### config.mk
export PLATFORM = sky130hd
export DESIGN_NAME = ask_bit_serializer
export DESIGN_NICKNAME = d
export VERILOG_FILES = /design/src/rtl/ask_bit_serializer.sv
export SDC_FILE = /design/constraint.sdc
export NUM_CORES = 1
export LEC_CHECK = 0
export ABC_AREA = 1
export ABC_CLOCK_PERIOD_IN_PS = 3500
export CORE_ASPECT_RATIO = 0.5
export CORE_MARGIN = 2
export CORE_UTILIZATION = 60
export DETAILED_ROUTE_END_ITERATION = 7
export DONT_BUFFER_PORTS = 1
export GPL_TIMING_DRIVEN = 0
export PLACE_DENSITY = 0.76
export SLEW_MARGIN = 20
export SYNTH_ARGS = -nofsm -noshare
export SYNTH_HDL_FRONTEND = slang
export SYNTH_SLANG_ARGS = --single-unit
### constraint.sdc
create_clock -name clk -period 3.5 [get_ports clk]
set_input_delay 0.525 -clock clk [delete_from_list [all_inputs] [get_ports clk]]
set_output_delay 0.525 -clock clk [all_outputs]
set_load 0.005 [all_outputs]
### src/rtl/ask_bit_serializer.sv
// ask_bit_serializer: frames parallel words (preamble, start, data LSB first, optional even parity, stop)
// into a registered ASK symbol stream with a one-word holding register for gapless back-to-back frames.
module ask_bit_serializer #(
  parameter int CLKS_PER_BIT  = 100,
  parameter int DATA_BITS     = 8,
  parameter int PREAMBLE_BITS = 8,
  parameter int PARITY_EN     = 0
) (
  input  logic                 clk,
  input  logic                 reset,
  input  logic [DATA_BITS-1:0] tx_data,
  input  logic                 tx_valid,
  output logic                 tx_ready,
  output logic                 data_out,
  output logic                 busy,
  output logic                 bit_strobe,
  output logic                 frame_done
);
  localparam int CW = $clog2(CLKS_PER_BIT);
  localparam int IW = 6;
  typedef enum logic [2:0] {IDLE, PREAMBLE, START, DATA, PARITY, STOP} state_t;
  localparam state_t FIRST = (PREAMBLE_BITS == 0) ? START : PREAMBLE;
  state_t state, nstate;
  logic [CW-1:0] cnt, ncnt;
  logic [IW-1:0] idx, nidx;
  logic [DATA_BITS-1:0] word, nword, hold, sh;
  logic hold_full, load, wrap, sym, accept;
  assign wrap = cnt == CW'(CLKS_PER_BIT - 1);
  assign accept = tx_valid && !hold_full;
  assign tx_ready = !hold_full;
  always_comb begin
    nstate = state;
    ncnt = cnt;
    nidx = idx;
    nword = word;
    load = 1'b0;
    if (state == IDLE) load = hold_full;
    else if (!wrap) ncnt = cnt + 1'b1;
    else begin
      ncnt = '0;
      nidx = idx + 1'b1;
      case (state)
        PREAMBLE: if (idx == IW'(PREAMBLE_BITS - 1)) nstate = START;
        START:    nstate = DATA;
        DATA:     if (idx == IW'(DATA_BITS - 1)) nstate = (PARITY_EN != 0) ? PARITY : STOP;
        PARITY:   nstate = STOP;
        default:  if (hold_full) load = 1'b1; else nstate = IDLE;
      endcase
    end
    if (load) begin
      nstate = FIRST;
      nword = hold;
      ncnt = '0;
    end
    // every state entry, including STOP straight into the next frame, restarts the bit index
    if (nstate != state) nidx = '0;
    sh = nword >> nidx;
    sym = (nstate == PREAMBLE) ? ~nidx[0] :
          (nstate == START)    ? 1'b1 :
          (nstate == DATA)     ? sh[0] :
          (nstate == PARITY)   ? ^nword : 1'b0;
  end
  always_ff @(posedge clk or posedge reset)
    if (reset) begin
      state <= IDLE;
      cnt <= '0;
      idx <= '0;
      word <= '0;
      hold <= '0;
      hold_full <= 1'b0;
      data_out <= 1'b0;
      busy <= 1'b0;
      bit_strobe <= 1'b0;
      frame_done <= 1'b0;
    end else begin
      state <= nstate;
      cnt <= ncnt;
      idx <= nidx;
      word <= nword;
      hold_full <= (hold_full && !load) || accept;
      if (accept) hold <= tx_data;
      data_out <= sym;
      busy <= nstate != IDLE;
      bit_strobe <= (nstate != IDLE) && (ncnt == '0);
      frame_done <= (nstate == STOP) && (ncnt == CW'(CLKS_PER_BIT - 1));
    end
endmodule
==> results of run 1 <==
[kinds of logic after synthesis]
logic type / Yosys count
AO/OA/AOI/OAI: 8
XOR/XNOR: 12
adder cells (fa/ha/maj): 2
buffers and inverters: 34
flip-flops: 37
multiplexers: 9
AND/OR/NAND/NOR: 162
[critical path, cell delays in order (launching register included)]
cell and delay (ns):
dfrtp_1 0.39, ha_1 0.23, nand2_1 0.11, nor2_4 0.19, nand2_4 0.12, nand2_1 0.08
nand2_1 0.08, nor2_4 0.11, nand2_2 0.11, nand2_2 0.10, nand2_4 0.07, nor2_8 0.18
nand3_2 0.17, nand2_1 0.10, nand3_1 0.06, nand2_1 0.08, nand2_1 0.06, nand3_2 0.08
nand3_2 0.05
[registers in the layout, summed over array words and instances (netlist names)]
register	cells
idx	6
hold	8
hold_full	1
state	3
frame_done	1
bit_strobe	1
cnt	7
data_out	1
word	8
busy	1
[cell usage after synthesis]
library cell	n
nor2_8	1
nor3_1	1
xnor2_1	5
nand2_2	16
nor4_1	2
xnor2_2	1
nand4_2	1
a21oi_1	2
nand2_1	62
inv_1	27
a21boi_2	1
a31o_2	1
mux2_2	8
buf_4	1
mux2i_1	1
nor2_4	4
buf_6	1
or2_1	1
nand2_4	4
nand4_1	11
o21ai_2	1
ha_1	2
dfrtp_1	37
o21ai_0	3
nor2_2	2
nor2_1	26
nand3_1	22
nor3b_1	2
nor3_2	1
xor2_1	6
nand3_2	6
inv_2	5
[per-layer routing]
metal / GRT usage (%) / share of wire [%]
met1: 29.01 / 45
met2: 41.06 / 48
met3: 5.618 / 5.8
met4: 7.692 / 1.0
met5: 0 / 0
[through the flow]
stage          util [%]  hold slack (ns)  instances  area, um2
2_1_floorplan         -           0.4614        264       2210
3_3_place_gp      65.48           0.4785        315       2273
6_report          68.83           0.2449        323       2390
4_1_cts           68.83           0.2770        323       2390
5_1_grt           68.83           0.3219        323       2390
3_5_place_dp      65.48           0.4869        315       2273
[power groups by stage]
stage | logic, mW | registers (mW) | clock network [mW]
after CTS | 0.0460 | 0.479 | 0.391
final | 0.0447 | 0.479 | 0.384
after global routing | 0.0492 | 0.485 | 0.408
after floorplan | 0.0397 | 0.482 | 0
after detailed placement | 0.0460 | 0.488 | 0
after global placement | 0.0434 | 0.485 | 0
[final timing paths]
check | start | end
setup / recovery | cnt[0]$_DFF_PP0_ | data_out$_DFF_PP0_
hold / removal | reset | data_out$_DFF_PP0_
setup reg to reg | cnt[0]$_DFF_PP0_ | data_out$_DFF_PP0_
hold reg to reg | word[5]$_DFF_PP0_ | word[5]$_DFF_PP0_
max in group asynchronous | reset | cnt[6]$_DFF_PP0_
min in group clk | tx_data[2] | hold[2]$_DFFE_PP0P_
[layout make-up]
cell class | count | area, um2
Multi-Input combinational cell | 193 | 1145
Fill cell | 283 | 1082
Sequential cell | 37 | 925.9
Inverter | 32 | 120.1
Clock buffer | 7 | 86.33
Tap cell | 51 | 63.81
Clock inverter | 1 | 30.03
Buffer | 2 | 18.77
[cells in the final DEF, fill, tap and decap left out, drive strengths merged]
cell,netlist,layout
nand2,82,82
dfrtp,37,37
nor2,33,33
inv,32,32
nand3,28,28
nand4,12,12
mux2,8,8
clkbuf,0,7
xor2,6,6
xnor2,6,6
o21ai,4,4
nor3b,2,2
a21oi,2,2
nor4,2,2
ha,2,2
buf,2,2
nor3,2,2
a21boi,1,1
mux2i,1,1
or2,1,1
a31o,1,1
bufinv,0,1
==> impl_metrics.toml, run 1 <==
[pwr]
worst_ir_drop_vdd_uv = 263.6
p_int_mw = 0.7202
p_switching_mw = 0.1875
combPwrFrac_pct = 4.9
powerDensity_mw_per_mm2 = 379.8
p_leak_nw = 1.205
p_seq_share_pct = 52.7
power.total_mw = 0.9076
p_sw_share_pct = 20.65
clkPwrFrac_pct = 42.3

[setup_path]
path_max_fanout = 8
cp-start-kind = "flip-flop"
reg2regPathDepth = 18
cp_data_arrival_time_ns = 2.68
worst-setup-path-type = "reg2reg"
worst_setup_path_end_kind = "flip-flop"
required_ns = 3.68
rrSetupSlack_ns = 1.00

[synth]
synth_top_cell_by_area = "dfrtp_1"
synth.avg_cell_area_um2 = 8.370
yosysUniqueCellTypes = 32
synth_area_leaders = "dfrtp_1 (42%), nand2_1 (11%), nand3_1 (5.0%), inv_1 (4.6%), nand2_2 (4.5%)"
syn_inst = 264
synthMuxAreaShare_pct = 4.530
synth_fa_ha_area_share_pct = 1.133
synth_top_family_by_area = "simple AND/OR/NAND/NOR gates"
syn-num-nets = 277
synth.cell_area_mm2 = 0.002210
yosysTopAreaCellShare_pct = 41.90
synth-seq-area-share_pct = 41.90
synth_seq_cells = 37
synth-compound-area-share_pct = 2.435
yosysWarnings = 0
synth_xor_area_share_pct = 5.096
synth-simple-area-share_pct = 38.62

[global_routing]
grt_max_degree = 38
grt_pass1_wl_mm = 7.320
grtUsageTotal_pct = 22.92
grt_antenna_before_repair = 0
gr-total-overflow = 0
first_global_vias = 1592

[sta]
period_share_pct = 71.38
period_needed_ns = 2.498
tightest_slew_ns = 0.7653
slew_headroom_pct = 48.91
tns_ns = 0
finalSetupViolations = 0
hold_viol_final = 0
finalClockSkew_ns = 0.002123
setup_ws_ns = 1.002
fmax_mhz = 400.3
drv_slew = 0
rsz0062_at_grt = "false"

[placement]
place.gp.congestion = 0.9012
port_buffers = 0
hpwlAfterDp_mm = 3.134
dp_slack_ns = 1.039

[drt]
num_vias = 1723
totalWireLength_mm = 4.239
drc_errors = 0
drtAntennaViolNets = 0
viasPerCell = 5.334
drtIter0Drc = 118
routedWlPerCell_um = 13.12
firstDrtPassIters = 4

[clock_tree]
cts_tree = "yes"
cts_setup_buffers = 0
clockBufferDepth = 2
htreeDepth = 2
post_cts_resized = 0
hold_buffers = 0
cts_made_buffers = 5
worstSkewPairLatency_ns = 0.29
cts.clk_slew.worst_paths_ns = 0.07
cts_root_buf = "clkbuf_8"
cts_sinks = 37

[job]
cap_violations = 0

[final_layout]
area_growth_pct = 8.154
antenna_cells = 0
nets = 284
drive_above_1_share_pct = 22.79

[die]
die_area_mm2 = 0.004213
row_count = 15
die_w_um = 89.82
die_y_um = 46.91
start_util_pct = 63.64
ios = 16
core-area_mm2 = 0.003472

[run_status]
status = "finished clean"

[worst_hold_path]
hp-class = "in2async"
No activity file was read; power rests on OpenSTA's default activity.
==> inputs of run 2 (changes only) <==
- ABC_CLOCK_PERIOD_IN_PS: 3500 -> 2600
- clock period: 3.5 -> 2.6 ns (I/O delays scaled with it)
==> run 2 against run 1 <==
  * Global-route usage unchanged
  * Power grew 35%
  * Clock power grew 35%
  * Largest cell class unchanged
  * Non-clock buffer count rose by 5
  * Final area up 2.0%
  * Wire length rose by 0.99%
==> impl_metrics.toml, run 2 (synthesized netlist as in run 1, its figures left out) <==
[pwr]
worst_ir_drop_vdd_uv = 355.1
powerDensity_mw_per_mm2 = 501.9
p_leak_nw = 1.226

[sta]
hold_viol_final = 0
slew_headroom_pct = 49.26
setup_ws_ns = 0.2009
tightest_slew_ns = 0.7600
finalClockSkew_ns = 0.003519
drv_slew = 0
period_needed_ns = 2.399
finalSetupViolations = 0
fmax_mhz = 416.8
period_share_pct = 92.27

[global_routing]
gr-usage-met1_pct = 29.01
busiest_layer = "met2"
grtUsageTotal_pct = 22.92
grt_pass1_wl_mm = 7.320
first_global_vias = 1592
gr-total-overflow = 0
grt_max_degree = 38
grt_util_met2_pct = 41.06
grt_antenna_before_repair = 0
use_met3_pct = 5.618

[clock_tree]
cts.clk_slew.worst_paths_ns = 0.07
cts_made_buffers = 5
clockBufferDepth = 2
cts_root_buf = "clkbuf_8"
worstSkewPairLatency_ns = 0.29
htreeDepth = 2
cts_tree = "yes"
cts_sinks = 37

[drt]
totalWireLength_mm = 4.281
routedWlPerCell_um = 13.05
drtIter0Drc = 124
drtAntennaViolNets = 0
viasPerCell = 5.387
num_vias = 1767
firstDrtPassIters = 4
drc_errors = 0

[die]
start_util_pct = 63.64
die_y_um = 46.91
die_area_mm2 = 0.004213
core-area_mm2 = 0.003472
die_w_um = 89.82
row_count = 15
ios = 16

[final_layout]
nets = 289
final_cell_mix = "nand2_1 (62), dfrtp_1 (36), inv_1 (26), nor2_1 (26), nand3_1 (22)"
layout_commonest_cell = "nand2_1"
antenna_cells = 0
drive_above_1_share_pct = 24.91
area_growth_pct = 10.36
reg_top3 = "hold: 8 flops, word: 8 flops, cnt: 7 flops"
post-route-util_pct = 70.23

[setup_path]
rrSetupSlack_ns = 0.20
worst-setup-path-type = "reg2reg"
required_ns = 2.78
cp_data_arrival_time_ns = 2.58
cp-start-kind = "flip-flop"
path_max_fanout = 8
worst_setup_path_end_kind = "flip-flop"

[placement]
dp_slack_ns = 0.1389
place.gp.congestion = 0.9012
port_buffers = 0
hpwlAfterDp_mm = 3.134

[job]
cap_violations = 0

[worst_hold_path]
hp-class = "in2async"

[run_status]
status = "finished clean"
[run 2: critical path, cell delays in order (launching register included)]
cell and delay (ns):
dfrtp_1 0.40, ha_2 0.21, nand2_1 0.11, nor2_4 0.06
buf_4 0.13, buf_4 0.13, nand2_1 0.06, nand2_1 0.07
nand2_2 0.08, nand2_2 0.09, nand2_1 0.09, nand2_2 0.08
nor2_8 0.21, nand3_2 0.12, inv_2 0.09, nand3_1 0.07
nand2_1 0.08, nand2_1 0.06, nand3_2 0.08, nand3_2 0.05
[run 2: routing by layer]
layer | up-vias | wire [um] | share of wire, %
met4 | 0 | 44 | 1.0
met3 | 8 | 218 | 5.1
li1 | 877 | - | -
met1 | 838 | 1950 | 46
met2 | 44 | 2068 | 48
met5 | - | 0 | 0
[run 2: worst paths after layout]
check                               startpoint             endpoint  depth (start not counted)
setup / recovery              cnt[0]$_DFF_PP0_   data_out$_DFF_PP0_                         19
hold / removal                           reset   data_out$_DFF_PP0_                          1
setup reg to reg              cnt[0]$_DFF_PP0_   data_out$_DFF_PP0_                         19
hold reg to reg            hold[1]$_DFFE_PP0P_  hold[1]$_DFFE_PP0P_                          1
max in group asynchronous                reset   state[1]$_DFF_PP0_                          1
min in group clk                    tx_data[2]  hold[2]$_DFFE_PP0P_                          1
[run 2: per-stage QoR]
step	cell area [um2]	hold WS, ns	power (mW)	TNS (ns)	std cells
6_report	2439	0.1086	1.224	0	328
3_5_place_dp	2273	0.4548	0.7182	0	315
4_1_cts	2390	0.1420	1.233	0	323
5_1_grt	2439	0.1869	1.269	-0.0002685	328
2_1_floorplan	2210	0.4614	0.7028	0	264
3_3_place_gp	2273	0.4785	0.7118	0	315
[run 2: cell type report]
class | instances | area, um2
buffer | 2 | 18.77
clock buffer | 7 | 86.33
clock inverter | 1 | 30.03
fill | 276 | 1033
inverter | 32 | 120.1
multi-input combinational | 193 | 1155
sequential | 37 | 927.1
tap | 51 | 63.81
timing repair buffer | 5 | 37.54
[run 2: power by group]
group | total (mW) | leakage, nW | switching (mW) | internal (mW)
clock network | 0.519 | 0.0585 | 0.207 | 0.313
logic | 0.0603 | 0.700 | 0.0256 | 0.0347
registers | 0.644 | 0.468 | 0.0222 | 0.622
[run 2: repair_timing]
| action | CTS | global route |
|---|---|---|
| buffers inserted | 0 | 5 |
| setup endpoints to repair | 0 | 1 |
| hold buffers | 0 | 0 |
| gates resized for setup | 0 | 3 |
